[config.mk]
export PLATFORM = sky130hd
export DESIGN_NAME = counter_modulo8_monitor
export DESIGN_NICKNAME = d
export VERILOG_FILES = /design/src/rtl/counter_modulo8_monitor.sv
export SDC_FILE = /design/constraint.sdc
export NUM_CORES = 1
export LEC_CHECK = 0
export BUFFER_PORTS_ARGS = -buffer_cell sky130_fd_sc_hd__buf_2
export CAP_MARGIN = 10
export CORE_MARGIN = 2
export CORE_UTILIZATION = 41
export CTS_CLUSTER_DIAMETER = 150
export DETAILED_ROUTE_END_ITERATION = 6
export PLACE_DENSITY = 0.65
export SLEW_MARGIN = 20
export SYNTH_ARGS = -nofsm -noshare
export SYNTH_HDL_FRONTEND = slang
export SYNTH_SLANG_ARGS = --single-unit
export TNS_END_PERCENT = 50
[constraint.sdc]
create_clock -name clockpulse -period 2.09 [get_ports clockpulse]
set_input_delay 0.627 -clock clockpulse [delete_from_list [all_inputs] [get_ports clockpulse]]
set_output_delay 0.627 -clock clockpulse [all_outputs]
set_load 0.005 [all_outputs]
[src/rtl/counter_modulo8_monitor.sv]
// Synchronous monitor for an asynchronous ripple mod-N counter: synchronizes and de-glitches the
// Q bits, publishes the accepted count with step/wrap pulses, and flags illegal transitions.
module counter_modulo8_monitor #(
   parameter int unsigned WIDTH         = 3,
   parameter int unsigned MODULUS       = 8,
   parameter int unsigned STABLE_CYCLES = 2
) (
   input  logic             clockpulse,
   input  logic             clear_,
   input  logic [WIDTH-1:0] signal_d,
   output logic [WIDTH-1:0] signal_value,
   output logic             signal_valid,
   output logic             signal_step,
   output logic             signal_wrap,
   output logic             signal_skip,
   output logic [7:0]       signal_wraps
);

   localparam int unsigned      RunW      = $clog2(STABLE_CYCLES + 2);
   localparam logic [RunW-1:0]  RunStable = RunW'(STABLE_CYCLES);
   localparam logic [RunW-1:0]  RunMax    = RunW'(STABLE_CYCLES + 1);
   localparam logic [WIDTH:0]   ModLim    = (WIDTH + 1)'(MODULUS);
   localparam logic [WIDTH-1:0] MaxVal    = WIDTH'(MODULUS - 1);

   typedef enum logic [0:0] {StInit, StTrack} state_e;

   state_e           state_q, state_d;
   logic [WIDTH-1:0] s1_q, s2_q;
   logic [RunW-1:0]  run_q, run_d;
   logic [WIDTH-1:0] value_q, value_d;
   logic             valid_q, valid_d;
   logic             step_q, step_d;
   logic             wrap_q, wrap_d;
   logic             skip_q, skip_d;
   logic [7:0]       wraps_q, wraps_d;

   logic             cand_ready;
   logic             cand_in_range;
   logic [WIDTH-1:0] next_value;

   // The run counter saturates one past the threshold so each candidate is evaluated only once.
   assign cand_ready    = (run_q == RunStable);
   assign cand_in_range = ({1'b0, s2_q} < ModLim);
   assign next_value    = (value_q == MaxVal) ? '0 : value_q + WIDTH'(1);

   always_ff @(posedge clockpulse) begin
      if (!clear_) begin
         state_q <= StInit;
         s1_q    <= '0;
         s2_q    <= '0;
         run_q   <= '0;
         value_q <= '0;
         valid_q <= 1'b0;
         step_q  <= 1'b0;
         wrap_q  <= 1'b0;
         skip_q  <= 1'b0;
         wraps_q <= '0;
      end else begin
         state_q <= state_d;
         s1_q    <= signal_d;
         s2_q    <= s1_q;
         run_q   <= run_d;
         value_q <= value_d;
         valid_q <= valid_d;
         step_q  <= step_d;
         wrap_q  <= wrap_d;
         skip_q  <= skip_d;
         wraps_q <= wraps_d;
      end
   end

   always_comb begin
      state_d = state_q;
      if (cand_ready && state_q == StInit && cand_in_range) begin
         state_d = StTrack;
      end
   end

   always_comb begin
      run_d   = run_q;
      value_d = value_q;
      valid_d = valid_q;
      step_d  = 1'b0;
      wrap_d  = 1'b0;
      skip_d  = skip_q;
      wraps_d = wraps_q;

      if (s1_q != s2_q) begin
         run_d = RunW'(1);
      end else if (run_q != RunMax) begin
         run_d = run_q + RunW'(1);
      end

      if (cand_ready) begin
         unique case (state_q)
            StInit: begin
               if (cand_in_range) begin
                  value_d = s2_q;
                  valid_d = 1'b1;
               end
            end
            StTrack: begin
               if (!cand_in_range) begin
                  skip_d = 1'b1;
               end else if (s2_q != value_q) begin
                  value_d = s2_q;
                  if (s2_q == next_value) begin
                     step_d = 1'b1;
                     if (value_q == MaxVal) begin
                        wrap_d = 1'b1;
                        if (wraps_q != 8'hff) begin
                           wraps_d = wraps_q + 8'd1;
                        end
                     end
                  end else begin
                     skip_d = 1'b1;
                  end
               end
            end
         endcase
      end
   end

   assign signal_value = value_q;
   assign signal_valid = valid_q;
   assign signal_step  = step_q;
   assign signal_wrap  = wrap_q;
   assign signal_skip  = skip_q;
   assign signal_wraps = wraps_q;

endmodule

==> key figures <==
Outcome
  • Outcome: complete, but fails checks
  • Failing checks: negative setup slack

Pwr
  • Switching power: 163.4 µW
  • Maximum vdd drop: 0.0004608 V
  • Leakage power: 0.0005997 µW
  • Logic gate share of total power: 0.072
  • Pwr dens: 517.8 nW/µm²
  • Clock Power Share: 0.289
  • Int Power: 546.7 µW
  • Sw frac: 0.2301
  • Sequential share of power: 0.640

Routing
  • Final ANT Viol Nets: 0
  • DR vias/cell: 4.989
  • Total Routed Length: 2171 µm
  • DR iter-0 viols: 4
  • Detailed Routing Iterations Pass 1: 4
  • Residual DRC: 0
  • Wire per inst: 12.34 µm
  • Vias: 878

Global route
  • Global-route wire length before repair: 3353 µm
  • Initial antenna violation count: 0
  • Tot GR Track Use: 0.1615
  • Vias in the first global route: 784
  • Largest net degree at the start of global routing: 15
  • Grt total ovfl: 0

Setup path
  • Critical path fanouts, max: 6
  • CP Capture Type: register
  • R2R depth: 8
  • Arrival time of the worst setup path: 2.53 ns
  • Setup crit start kind: register
  • R2r setup slk: -0.19 ns
  • CP required: 2.34 ns
  • R2r endpoint: signal_wraps[2]
  • RR Startpoint: signal_value[1]
  • WS Path Type: reg2reg

Placed design
  • Post-DP HPWL: 1568 µm
  • DP Area: 1285 µm²
  • # port buffers: 19
  • Final GP Congestion: 0.7388

Synth
  • Synth Cell Area: 1046 µm²
  • Netlist cell types: 24
  • Top cell type's share of synthesized area: 0.4402
  • Post-Synthesis Cells: 113
  • Synth warnings: 0
  • Leading area contributor after synthesis: dfxtp_1
  • Synth area leaders: dfxtp_1 44%, mux2i_1 6.7%, ha_1 6.0%
  • Most common cell in the netlist: dfxtp_1
  • Post-synth top cells: 23 x dfxtp_1, 8 x a21oi_1
  • Sequential area share after synthesis: 0.4402
  • Synth Flop Type: dfxtp_1
  • Number of flops mapped to enable cells by yosys: 0
  • Post-synth ARST share: 0
  • Yosys reg bits: 23
  • Syn Nets: 123
  • Synth Area per Inst: 9.257 µm²

CTS
  • Clk sink count: 23
  • CTS H-tree lvls: 1
  • Root Buffer: clkbuf_4
  • CTS tree: yes
  • Total CTS buffers: 3
  • Clock-pin slew on the worst setup and hold paths: 0.12 ns
  • Clock Latency Late Sink: 0.31 ns
  • Longest Clk Path Bufs: 2

Floorplan
  • Rows: 18
  • I/O pin total: 20
  • Core Area: 2455 µm²
  • Die area: 2971 µm²
  • Die Ht: 54.51 µm
  • Chip Width: 54.51 µm
  • Initial Utilization: 0.4261

STA
  • Max-slew headroom: 0.6754
  • Fin Hold WS: 0.4558 ns
  • Setup TNS: -0.9696 ns
  • Fmax: 439.3 MHz
  • Slew Limit Fails: 0
  • Slew @ Worst Pin: 0.4864 ns
  • Fin. Hold Viols: 0
  • Clock Skews: 0.005975 ns
  • Final min period: 2.276 ns
  • Fin crit share: 1.089
  • Final WS setup: -0.1861 ns
  • RSZ-0062 raised after global routing: true
  • Final setup fails: 8

Layout
  • # nets final: 157
  • Area Growth Syn to Fin: 31.10%
  • Final Util: 0.5586
  • Fill cells: 221
  • Final instance area: 1371 µm²
  • Footprint of the multi-input gates: 596.8 µm²
  • ANT cells: 0
  • Share of cells above drive strength 1: 0.3356
  • Reg area: 467.9 µm²

Min path
  • Worst Hold Path Cells: 2
  • Min-Delay Path Class: reg2reg
  • Worst Hold Launch: signal_skip
  • WHS Endpoint: signal_skip

Flow run
  • Max Cap Viol: 0
[state kept, by name, indices dropped and copies added (netlist names)]
signal	flops
signal_skip	1
s1_q	3
state_q	1
run_q	2
signal_value	3
signal_wrap	1
s2_q	3
signal_wraps	8
signal_step	1
[layout make-up]
type,instances,share of cell area
clock buffers,4,0.01916
multi-input cells,77,0.4352
well taps,30,0.02737
inverters,7,0.01916
flip-flops and latches,23,0.3412
repair buffers,35,0.1578
[worst max path at each step]
stage | cells after the start | end | slack [ns] | from
after floorplan | 8 | signal_wraps[2] | -0.07 | signal_value[1]
after global placement | 8 | signal_wraps[2] | -0.14 | signal_value[1]
after detailed placement | 8 | signal_wraps[2] | -0.22 | signal_value[1]
after CTS | 8 | signal_wraps[2] | -0.20 | signal_value[1]
after global routing | 8 | signal_wraps[2] | -0.27 | signal_value[0]
final | 8 | signal_wraps[2] | -0.19 | signal_value[1]
[power by group through the flow]
stage | logic [µW] | registers, µW | clock network (µW)
detailed placement | 51.0 | 464 | 0
finish | 50.9 | 454 | 205
global placement | 48.5 | 463 | 0
floorplan | 29.9 | 464 | 0
CTS | 51.4 | 454 | 212
global route | 57.9 | 455 | 229
[layout by cell type, fill, tap and decap left out, drive strengths merged]
| master | n |
|---|---|
| inv | 7 |
| nor2b | 1 |
| and3 | 1 |
| a21oi | 8 |
| or3 | 3 |
| ha | 5 |
| or4 | 4 |
| or4b | 1 |
| nor2 | 6 |
| mux2i | 7 |
| xnor2 | 3 |
| nand2b | 1 |
| a31oi | 1 |
| o31ai | 6 |
| nand3 | 4 |
| clkbuf | 4 |
| and2 | 7 |
| nor3 | 2 |
| buf | 35 |
| dfxtp | 23 |
| xor2 | 5 |
| o21ai | 3 |
| nand2 | 7 |
| nor4 | 2 |
[critical path, stage by stage, from the launching register on]
cell and delay, ns:
dfxtp_4 0.37, ha_4 0.16, ha_4 0.16, mux2i_1 0.15, mux2i_1 0.11, or4b_4 0.54
buf_6 0.15, or4_4 0.46, a21oi_1 0.12
[stage by stage]
stage          total power, µW  setup WS, ns  std cells
2_1_floorplan            493.4      -0.06836        113
3_3_place_gp             511.9       -0.1422        168
3_5_place_dp             515.0       -0.2191        168
4_1_cts                  717.2       -0.2021        175
5_1_grt                  742.1       -0.2684        176
6_report                 710.1       -0.1861        176
[logic make-up after synthesis]
| group | count (synthesis) | synth area share |
|---|---|---|
| buffers and inverters | 13 | 0.04904 |
| and+or+nand+nor | 39 | 0.2153 |
| muxes | 7 | 0.06699 |
| adders and majority gates | 5 | 0.05981 |
| DFF | 23 | 0.4402 |
| AOI/OAI and AO/OA | 18 | 0.1017 |
| xor gates and xnor gates | 8 | 0.06699 |
[layer usage]
| metal | vias up | part of all wire | track usage |
|---|---|---|---|
| li1 | 456 | - | - |
| met1 | 406 | 0.44 | 0.1936 |
| met2 | 12 | 0.51 | 0.2631 |
| met3 | 4 | 0.031 | 0.04098 |
| met4 | 0 | 0.021 | 0.08750 |
| met5 | - | 0 | 0 |
[timing repair]
| action | in CTS | in global routing |
|---|---|---|
| setup endpoints to repair | 8 | 9 |
| resized for setup | 2 | 6 |
| hold buffers | 0 | 0 |
| buffers inserted | 2 | 1 |
| gates cloned | 1 | 0 |
| pin swaps | 1 | 2 |
No activity file was read; power rests on OpenSTA's default activity.
